**src/rtl/norm_pkg.sv**
```systemverilog
// Shared types for the shift normalizer: operation modes and FSM states.
// The decode stage uses norm_mode_t to select Zbb clz/ctz.
package norm_pkg;

    typedef enum logic [1:0] {
        NORM_CLZ  = 2'd0,
        NORM_CTZ  = 2'd1,
        NORM_CLS  = 2'd2,
        NORM_PASS = 2'd3
    } norm_mode_t;

    typedef enum logic [1:0] {
        S_IDLE  = 2'd0,
        S_SHIFT = 2'd1,
        S_DONE  = 2'd2
    } norm_state_t;

endpackage

```
**src/rtl/shift_normalizer.sv**
```systemverilog
// Multi-cycle normalizer: one-bit-per-cycle CLZ / CTZ / CLS / PASS.
// Ports: clk, reset (sync, active-high); start/val/mode request;
//        ready, done handshake; norm_val and count results (registered).
module shift_normalizer
    import norm_pkg::*;
#(
    parameter int WIDTH = 32
) (
    input  logic                     clk,
    input  logic                     reset,
    input  logic                     start,
    input  logic [WIDTH-1:0]         val,
    input  logic [1:0]               mode,
    output logic                     ready,
    output logic                     done,
    output logic [WIDTH-1:0]         norm_val,
    output logic [$clog2(WIDTH):0]   count
);

    localparam int CW = $clog2(WIDTH) + 1;
    localparam logic [CW-1:0] CNT_W  = CW'(WIDTH);
    localparam logic [CW-1:0] CNT_W1 = CW'(WIDTH - 1);

    norm_state_t      r_state;
    norm_state_t      w_next;
    norm_mode_t       r_mode;
    logic [WIDTH-1:0] r_work;
    logic [CW-1:0]    r_cnt;

    logic             w_accept;
    logic             w_stop;
    logic [WIDTH-1:0] w_step;

    assign w_accept = start && (r_state == S_IDLE || r_state == S_DONE);

    // Stop test for the current working value and count.
    always_comb begin
        w_stop = 1'b1;
        case (r_mode)
            NORM_CLZ:  w_stop = r_work[WIDTH-1] || (r_cnt == CNT_W);
            NORM_CTZ:  w_stop = r_work[0] || (r_cnt == CNT_W);
            NORM_CLS:  w_stop = (r_work[WIDTH-1] != r_work[WIDTH-2])
                             || (r_cnt == CNT_W1);
            default:   w_stop = 1'b1;
        endcase
    end

    // One-bit step: CTZ moves right, the other modes move left.
    assign w_step = (r_mode == NORM_CTZ) ? (r_work >> 1) : (r_work << 1);

    // State register.
    always_ff @(posedge clk) begin
        if (reset) begin
            r_state <= S_IDLE;
        end else begin
            r_state <= w_next;
        end
    end

    // Next-state logic.
    always_comb begin
        w_next = r_state;
        case (r_state)
            S_IDLE:  w_next = start ? S_SHIFT : S_IDLE;
            S_SHIFT: w_next = w_stop ? S_DONE : S_SHIFT;
            S_DONE:  w_next = start ? S_SHIFT : S_IDLE;
            default: w_next = S_IDLE;
        endcase
    end

    // Output logic.
    always_comb begin
        ready = 1'b0;
        done  = 1'b0;
        case (r_state)
            S_IDLE:  ready = 1'b1;
            S_DONE:  begin
                ready = 1'b1;
                done  = 1'b1;
            end
            default: ready = 1'b0;
        endcase
    end

    // Working register doubles as the result register.
    always_ff @(posedge clk) begin
        if (reset) begin
            r_work <= '0;
            r_cnt  <= '0;
            r_mode <= NORM_CLZ;
        end else if (w_accept) begin
            r_work <= val;
            r_cnt  <= '0;
            r_mode <= norm_mode_t'(mode);
        end else if (r_state == S_SHIFT && !w_stop) begin
            r_work <= w_step;
            r_cnt  <= r_cnt + 1'b1;
        end
    end

    assign norm_val = r_work;
    assign count    = r_cnt;

endmodule

```
**config.mk**
```make
export PLATFORM = sky130hd
export DESIGN_NAME = shift_normalizer
export DESIGN_NICKNAME = d
export VERILOG_FILES = /design/src/rtl/norm_pkg.sv /design/src/rtl/shift_normalizer.sv
export SDC_FILE = /design/constraint.sdc
export NUM_CORES = 1
export LEC_CHECK = 0
export ABC_AREA = 0
export ABC_CLOCK_PERIOD_IN_PS = 4590
export BUFFER_PORTS_ARGS = -buffer_cell sky130_fd_sc_hd__buf_2
export CORE_MARGIN = 2
export CORE_UTILIZATION = 56
export CTS_CLUSTER_DIAMETER = 40
export CTS_CLUSTER_SIZE = 30
export DETAILED_ROUTE_END_ITERATION = 8
export HOLD_SLACK_MARGIN = 0.15
export PLACE_DENSITY = 0.88
export SLEW_MARGIN = 30
export SYNTH_ARGS = -nofsm -noshare
export SYNTH_HDL_FRONTEND = slang
export SYNTH_SLANG_ARGS = --single-unit
```
**constraint.sdc**
```tcl
create_clock -name clk -period 4.59 [get_ports clk]
set_input_delay 0.2295 -clock clk [delete_from_list [all_inputs] [get_ports clk]]
set_output_delay 0.2295 -clock clk [all_outputs]
set_load 0.01 [all_outputs]
```
==> results of run 1 <==
-- flip-flops by register name (all words and copies together) (netlist names) --
name,flops
r_state,2
count,6
norm_val,32
r_mode,2
-- routing by layer --
layer,vias to the layer above,routed length [um]
met5,-,0
met4,0,76
met3,10,331
met2,60,2890
met1,1080,2640
li1,1118,-
-- placed cells by master, fill, tap and decap left out, types with 2 or more instances in the layout --
master | synthesis | layout
buf_4 | 0 | 2
nand4_1 | 2 | 2
nor2b_1 | 6 | 5
nand2_1 | 17 | 17
nand2b_1 | 32 | 31
a21oi_1 | 7 | 7
dfxtp_1 | 42 | 42
inv_1 | 4 | 4
clkbuf_8 | 0 | 5
nor2_1 | 32 | 32
mux2_2 | 2 | 2
or3_1 | 3 | 3
nand3_1 | 2 | 2
a211o_1 | 31 | 31
clkbuf_1 | 14 | 2
ha_1 | 2 | 2
mux2i_1 | 66 | 66
buf_2 | 5 | 75
-- logic make-up (layout without fill, tap and decap cells) --
logic type / Yosys count / in the layout / synth area share, %
AO/OA/AOI/OAI: 43 / 43 / 14.4
XOR/XNOR: 1 / 1 / 0.336
adder cells (fa/ha/maj): 2 / 2 / 0.959
buffers and inverters: 28 / 90 / 6.43
flip-flops: 42 / 42 / 32.2
multiplexers: 69 / 69 / 26.8
AND/OR/NAND/NOR: 98 / 98 / 18.8
-- how the worst max path moves through the flow --
stage	startpoint	end	slack, ns	cells after the start
after floorplan	count[0]	norm_val[0]	2.72	7
after global placement	r_state[0]	norm_val[31]	2.03	4
after detailed placement	count[0]	norm_val[31]	2.30	5
after CTS	count[0]	norm_val[31]	2.24	5
after global routing	count[0]	norm_val[31]	2.11	5
final	count[0]	norm_val[31]	2.25	5
-- power by group --
part / internal (W) / switching, W
clock: 0.000105 / 0.000121
sequential: 0.000402 / 0.0000407
combinational: 0.000131 / 0.000139
-- Yosys cell counts --
| cell | n |
|---|---|
| o211a_1 | 1 |
| xnor2_1 | 1 |
| or3_1 | 3 |
| mux2_4 | 1 |
| a2111oi_2 | 1 |
| o311ai_4 | 1 |
| a21oi_1 | 7 |
| a211oi_1 | 1 |
| and2b_1 | 1 |
| ha_1 | 2 |
| a211o_1 | 31 |
| buf_12 | 3 |
| buf_6 | 1 |
| nand2b_1 | 32 |
| nand3b_1 | 1 |
| nand4_1 | 2 |
| nor4b_1 | 1 |
| mux2_2 | 2 |
| nand2_1 | 17 |
| nand3_1 | 2 |
| dfxtp_1 | 42 |
| nor3_1 | 1 |
| inv_1 | 4 |
| buf_1 | 1 |
| nor2b_1 | 6 |
| clkbuf_1 | 14 |
| nor2_1 | 32 |
| a2111o_1 | 1 |
| buf_2 | 5 |
| mux2i_1 | 66 |
-- per-stage QoR --
step / hold WS [ns] / instances / instance area (um^2) / total power (W)
2_1_floorplan: 0.365 / 283 / 2610 / 0.000650
3_3_place_gp: 0.483 / 388 / 2920 / 0.000707
3_5_place_dp: 0.490 / 390 / 2970 / 0.000720
4_1_cts: 0.173 / 397 / 3050 / 0.000943
5_1_grt: 0.179 / 397 / 3050 / 0.000990
6_report: 0.171 / 397 / 3050 / 0.000938
-- worst max-delay path: cells and delay by family (launching register included) --
kind	cells	cell delay [ns]
mux	1	0.40
flops	1	0.42
compound gates	2	1.03
fa+ha+maj	1	0.20
simple gates	1	0.16
-- layout make-up --
type / count / area share [%]
clock buffers: 7 / 2.50
inverters: 4 / 0.493
repair buffers: 79 / 14.2
flip-flops and latches: 42 / 27.6
multi-input cells: 213 / 53.1
well taps: 52 / 2.13
==> impl_metrics.ini, run 1 <==
[status]
status = finished, final reports clean

[clock_network]
postCtsSetupBuffers = 0
worstSkewPairLatency_ns = 0.30
hold_buffers = 0
cts_buffers = 5
htreeDepth = 2
clock-root-buffer = clkbuf_8
clockBufferDepth = 2
cts_sinks = 42
clk_pin_slew_ns = 0.08
cts_resized = 0
cts_tree = done

[timing]
setup_tns_ns = 0
post-route-period-util_pct = 51.1
period_needed_ns = 2.34
slew_violations = 0
slew_headroom_pct = 57.8
finalSetupViolations = 0
fin_skew_ns = 0.0118
worst_pin_slew_ns = 0.633
max_freq_mhz = 427
hold_viol_final = 0
grt_setup_unrepaired = no
fin_ws_ns = 2.25

[global_routing]
grt_pass1_wl_um = 9670
antenna_found_initial = 0
gr-usage-met2_pct = 38.8
grt.total_usage_pct = 23.3
grt_max_degree = 73
gr-total-overflow = 0
met3_usage_pct = 6.25
busiest_layer = met2
grt_pass1_vias = 2153
met1_usage_pct = 29.0

[floorplan]
core_um2 = 4410
dieArea_um2 = 5220
die_w_um = 72.3
ioPinCount = 77
die_h_um = 72.3
row_count = 24
start_util_pct = 59.1

[power_and_ir_drop]
max-vdd-ir-drop_mv = 0.196
power_density_nw_per_um2 = 308
p_leak_nw = 1.34

[finish]
drive_gt1_share_pct = 26.7
ff_latch_area_um2 = 841
utilization_pct = 69.0
antenna_cells = 0
nFillCells = 356
multi_input_area_um2 = 1620
area_delta_synth_final_pct = 16.8
fin_nets = 384

[critical_path]
cp_slowest_cell = o211a_4
regToRegEndpoint = norm_val[31]
regToRegStartpoint = count[0]
worst_r2r_path_depth = 5
worstPathCellList = ha_1, nand3_1, o311ai_4, o211a_4, mux2_2
crit_required_ns = 4.77
crit_type = reg2reg
critPathLaunchType = register
cpPeakStageDelay_ns = 0.60
reg2reg_slack_ns = 2.25
cp_max_fo = 33
endpoint_kind = register
worstPathArrival_ns = 2.53

[logic_synthesis]
synth_warnings = 0
synth.avg_cell_area_um2 = 9.22
synth_cell_types = 30
synth_top_cell_by_area = dfxtp_1
synth_area_leaders = dfxtp_1 32%, mux2i_1 25%, a211o_1 10%
ys_seq_elements = 42
synth_fp_nets = 322
syn_inst = 283
ys_seq_area_share_pct = 32.2
synth_top_area_share_pct = 32.2
syn-cell-area_um2 = 2610

[drt]
drc = 0
num_vias = 2268
routedWlPerCell_um = 15.0
drtIter0Drc = 171
drtPass1Iterations = 4
routed_wl_um = 5950
vias_per_cell = 5.71
ant_nets = 0

[placement]
hpwl_um = 4040
place_ws_ns = 2.30
gp_congestion = 0.866
io_buffers = 76

[min_path]
min_to = r_mode[0]
hp-class = in2reg
min_path_cells = 3
min_from = mode[0]

[run]
max_cap_viol_count = 0
(Power assumes the default switching activity.)
==> inputs of run 2 (changes only) <==
--- a/config.mk
+++ b/config.mk
@@ -6,15 +6,15 @@
 export NUM_CORES = 1
 export LEC_CHECK = 0
 export ABC_AREA = 0
-export ABC_CLOCK_PERIOD_IN_PS = 4590
+export ABC_CLOCK_PERIOD_IN_PS = 2200
 export BUFFER_PORTS_ARGS = -buffer_cell sky130_fd_sc_hd__buf_2
 export CORE_MARGIN = 2
-export CORE_UTILIZATION = 56
+export CORE_UTILIZATION = 52
 export CTS_CLUSTER_DIAMETER = 40
 export CTS_CLUSTER_SIZE = 30
 export DETAILED_ROUTE_END_ITERATION = 8
 export HOLD_SLACK_MARGIN = 0.15
-export PLACE_DENSITY = 0.88
+export PLACE_DENSITY = 0.82
 export SLEW_MARGIN = 30
 export SYNTH_ARGS = -nofsm -noshare
 export SYNTH_HDL_FRONTEND = slang
==> constraint.sdc (replaced) <==
create_clock -name clk -period 2.2 [get_ports clk]
set_input_delay 0.11 -clock clk [delete_from_list [all_inputs] [get_ports clk]]
set_output_delay 0.11 -clock clk [all_outputs]
set_load 0.01 [all_outputs]
==> run 2 against run 1 <==
Effect of this change: sequential share of layout area down 0.63 points; die area rose by 7.3%; largest cell class unchanged; highest routed layer unchanged; non-clock buffer count is 6 higher; register-to-register slack worse by 2.1 ns; cell count rose by 5.5%; first-iteration DRC count down 16%; worst setup slack got worse by 2.1 ns; critical endpoint is now norm_val[30].
==> impl_metrics.ini, run 2 (synthesis results as in run 1) <==
[status]
status = finished, final reports clean

[timing]
slew_violations = 0
setup_tns_ns = 0
slew_headroom_pct = 61.5
post-route-period-util_pct = 92.1
fin_ws_ns = 0.174
period_needed_ns = 2.03
finalSetupViolations = 0
hold_viol_final = 0
max_freq_mhz = 494
grt_setup_unrepaired = no
worst_pin_slew_ns = 0.578
fin_skew_ns = 0.00457

[finish]
ff_latch_area_um2 = 841
largest_reg_flops = 32
fin_nets = 390
drive_gt1_share_pct = 27.8
final_common_cell = buf_2
area_delta_synth_final_pct = 19.6
final_cell_mix = 76 x buf_2, 66 x mux2i_1, 42 x dfxtp_1
multi_input_area_um2 = 1610
nFillCells = 422
antenna_cells = 0

[clock_network]
clock-root-buffer = clkbuf_8
clk_pin_slew_ns = 0.08
clockBufferDepth = 2
postCtsSetupBuffers = 0
htreeDepth = 2
cts_buffers = 5
worstSkewPairLatency_ns = 0.29
cts_sinks = 42
cts_tree = done

[global_routing]
gr-total-overflow = 0
grt_pass1_vias = 2027
grt.total_usage_pct = 21.1
grt_max_degree = 38
antenna_found_initial = 0
grt_pass1_wl_um = 9290

[critical_path]
regToRegStartpoint = count[0]
regToRegEndpoint = norm_val[30]
reg2reg_slack_ns = 0.17
worstSetupEndpoint = norm_val[30]
worstPathArrival_ns = 2.24
worst_r2r_path_depth = 7
crit_type = reg2reg
crit_path_start = count[0]
crit_required_ns = 2.41
cp_max_fo = 14
critPathLaunchType = register
endpoint_kind = register

[drt]
ant_nets = 0
routed_wl_um = 5770
drtIter0Drc = 144
routedWlPerCell_um = 13.8
highest_layer = met4
route.met2.wl_um = 2720
drtPass1Iterations = 4
num_vias = 2298
wl_met1_um = 2710
met3WireLength_um = 288
drc = 0
vias_per_cell = 5.48

[run]
max_cap_viol_count = 0

[power_and_ir_drop]
p_leak_nw = 1.38
power_density_nw_per_um2 = 644
max-vdd-ir-drop_mv = 0.365

[floorplan]
die_w_um = 74.8
row_count = 25
ioPinCount = 77
core_um2 = 4790
die_h_um = 74.8
dieArea_um2 = 5600
start_util_pct = 54.5

[placement]
io_buffers = 76
hpwl_um = 4020
gp_congestion = 0.842
place_ws_ns = 0.255

[min_path]
hp-class = in2reg
min_from = val[10]
[run 2: worst max-delay path, stage by stage (launching register included)]
cell and delay (ns):
dfxtp_1 0.36, inv_1 0.09, ha_1 0.14, nor4b_1 0.38, a2111o_1 0.22, o211a_2 0.26
buf_4 0.29, mux2i_1 0.22
[run 2: how the worst min path moves through the flow]
| stage | endpoint | slack (ns) | cells after the start |
|---|---|---|---|
| 2_1_floorplan | r_mode[0] | 0.25 | 2 |
| 3_3_place_gp | r_mode[0] | 0.36 | 3 |
| 3_5_place_dp | r_mode[1] | 0.36 | 3 |
| 4_1_cts | norm_val[18] | 0.20 | 4 |
| 5_1_grt | norm_val[14] | 0.22 | 4 |
| 6_report | norm_val[10] | 0.20 | 4 |
[run 2: power breakdown]
group          internal [W]  leakage [nW]  switching, W
sequential         0.000837         0.344     0.0000869
combinational      0.000285         0.985      0.000289
clock              0.000253        0.0482      0.000257
total               0.00138          1.38      0.000633
[run 2: repair_timing]
action                                 in CTS  in global routing
hold buffers                                2                  0
gates resized for setup                     0                  0
endpoints found under the hold margin       2                  0
[run 2: metal layers]
layer	global-route usage [%]	vias up
met2	35.2	64
li1	-	1134
met5	0	-
met3	3.61	7
met4	5.36	0
met1	28.4	1093
[run 2: area by class of cell]
cell class,instances,area share [%]
multi-input combinational,213,51.6
sequential,42,27.0
timing repair buffer,85,15.3
clock buffer,7,2.77
tap,67,2.69
inverter,4,0.481
clock inverter,1,0.160
[run 2: through the flow]
| step | power (W) | area [um^2] | hold WS [ns] | utilization (%) | cells |
|---|---|---|---|---|---|
| 4_1_cts | 0.00202 | 3120 | 0.200 | 65.2 | 419 |
| 6_report | 0.00201 | 3120 | 0.199 | 65.2 | 419 |
| 3_3_place_gp | 0.00150 | 3010 | 0.359 | 62.8 | 409 |
| 2_1_floorplan | 0.00136 | 2610 | 0.246 | - | 283 |
| 5_1_grt | 0.00212 | 3120 | 0.218 | 65.2 | 419 |
| 3_5_place_dp | 0.00151 | 3010 | 0.364 | 62.8 | 409 |
==> inputs of run 3 (changes only) <==
--- a/config.mk
+++ b/config.mk
@@ -8,6 +8,7 @@
 export ABC_AREA = 0
 export ABC_CLOCK_PERIOD_IN_PS = 2200
 export BUFFER_PORTS_ARGS = -buffer_cell sky130_fd_sc_hd__buf_2
+export CORE_ASPECT_RATIO = 1.4
 export CORE_MARGIN = 2
 export CORE_UTILIZATION = 52
 export CTS_CLUSTER_DIAMETER = 40
==> run 3 against run 2 <==
Effect of this change: global-route usage rose by 0.64 points; sequential share of layout area barely moved; largest power group unchanged; die area rose by 0.14%; largest cell class unchanged; critical endpoint is now norm_val[8].
==> impl_metrics.ini, run 3 (synthesis results as in run 1) <==
[min_path]
hp-class = in2reg
min_from = val[28]
min_path_cells = 4
min_to = norm_val[28]

[clock_network]
cts_resized = 0
clockBufferDepth = 2
clock-root-buffer = clkbuf_8
worstSkewPairLatency_ns = 0.29
cts_sinks = 42
cts_buffers = 5
cts_tree = done
clk_pin_slew_ns = 0.08
htreeDepth = 2

[floorplan]
die_w_um = 63.9
ioPinCount = 77
core_um2 = 4840
die_h_um = 87.8
start_util_pct = 53.9
dieArea_um2 = 5610
row_count = 30

[critical_path]
cpPeakStageDelay_ns = 0.42
crit_required_ns = 2.41
cp_slowest_cell = dfxtp_1
worst-path-buf-inv = 1
critPathLaunchType = register
regToRegStartpoint = count[1]
worst_r2r_path_depth = 6
reg2reg_slack_ns = 0.19
worstSetupPathDepth = 6
path_delay_family = compound AO/OA/AOI/OAI gates
regToRegEndpoint = norm_val[8]
crit_type = reg2reg
endpoint_kind = register
cp_max_fo = 25
worstPathArrival_ns = 2.23
worstPathCellList = ha_1, nand3_1, o311ai_4, o211a_2, buf_12, mux2i_1

[run]
max_cap_viol_count = 0

[drt]
vias_per_cell = 5.38
drtPass1Iterations = 4
drc = 0
num_vias = 2237
routed_wl_um = 5920
drtIter0Drc = 85
routedWlPerCell_um = 14.2
ant_nets = 0

[timing]
grt_setup_unrepaired = no
max_freq_mhz = 497
period_needed_ns = 2.01
fin_skew_ns = 0.00472
post-route-period-util_pct = 91.5
finalSetupViolations = 0
slew_headroom_pct = 65.1
fin_ws_ns = 0.186
slew_violations = 0
hold_viol_final = 0
whs_ns = 0.206
setup_tns_ns = 0
worst_pin_slew_ns = 0.522

[finish]
drive_gt1_share_pct = 27.8
utilization_pct = 64.3
fin_nets = 390
largest_reg_flops = 32
antenna_cells = 0
final_common_cell = buf_2
area_delta_synth_final_pct = 19.4
final_cell_mix = 76 x buf_2, 66 x mux2i_1, 42 x dfxtp_1

[placement]
io_buffers = 76
gp_congestion = 0.777
hpwl_um = 4210
place_ws_ns = 0.224

[power_and_ir_drop]
power_density_nw_per_um2 = 643
p_leak_nw = 1.38
power_w = 0.00200
max-vdd-ir-drop_mv = 0.466

[global_routing]
grt_max_degree = 44
grt_pass1_vias = 2170
gr-total-overflow = 0
grt_pass1_wl_um = 9770
grt.total_usage_pct = 21.7
antenna_found_initial = 0

[status]
status = finished, final reports clean
run 3: final cells by class:
class                           count  area [um^2]
Fill cell                         415         1730
Tap cell                           64         80.1
Inverter                            4         15.0
Clock buffer                        7         86.3
Timing Repair Buffer               85          478
Sequential cell                    42          841
Clock inverter                      1         5.00
Multi-Input combinational cell    213         1610
run 3: metrics by stage:
step,instance area [um^2],instances
after global routing,3120,416
after floorplan,2610,283
after CTS,3120,416
final,3120,416
after global placement,3000,406
after detailed placement,3000,406
run 3: worst min-delay path, delay by kind of cell:
family          cells  cell delay, ns
compound gates      1            0.10
buf+inv             1            0.09
simple gates        1            0.09
mux                 1            0.05
run 3: worst max path at each step:
stage	startpoint	to
CTS	count[1]	norm_val[8]
detailed placement	count[1]	norm_val[8]
finish	count[1]	norm_val[8]
global placement	count[0]	norm_val[11]
floorplan	count[0]	norm_val[0]
global route	count[1]	norm_val[8]
run 3: report_power, final:
part	switching [W]	internal [W]	total (W)
logic	0.000289	0.000285	0.000574
registers	0.0000886	0.000838	0.000926
clock network	0.000249	0.000253	0.000502
run 3: repair_timing:
item	CTS	global route
hold buffers	2	0
setup buffers	0	0
endpoints found under the hold margin	2	0
run 3: routing by layer:
metal / routed length, um / up-vias / global-route usage, %
met4: 99 / 0 / 9.09
met2: 3080 / 54 / 39.6
li1: - / 1131 / -
met1: 2510 / 1044 / 25.2
met5: 0 / - / 0
met3: 236 / 8 / 3.21
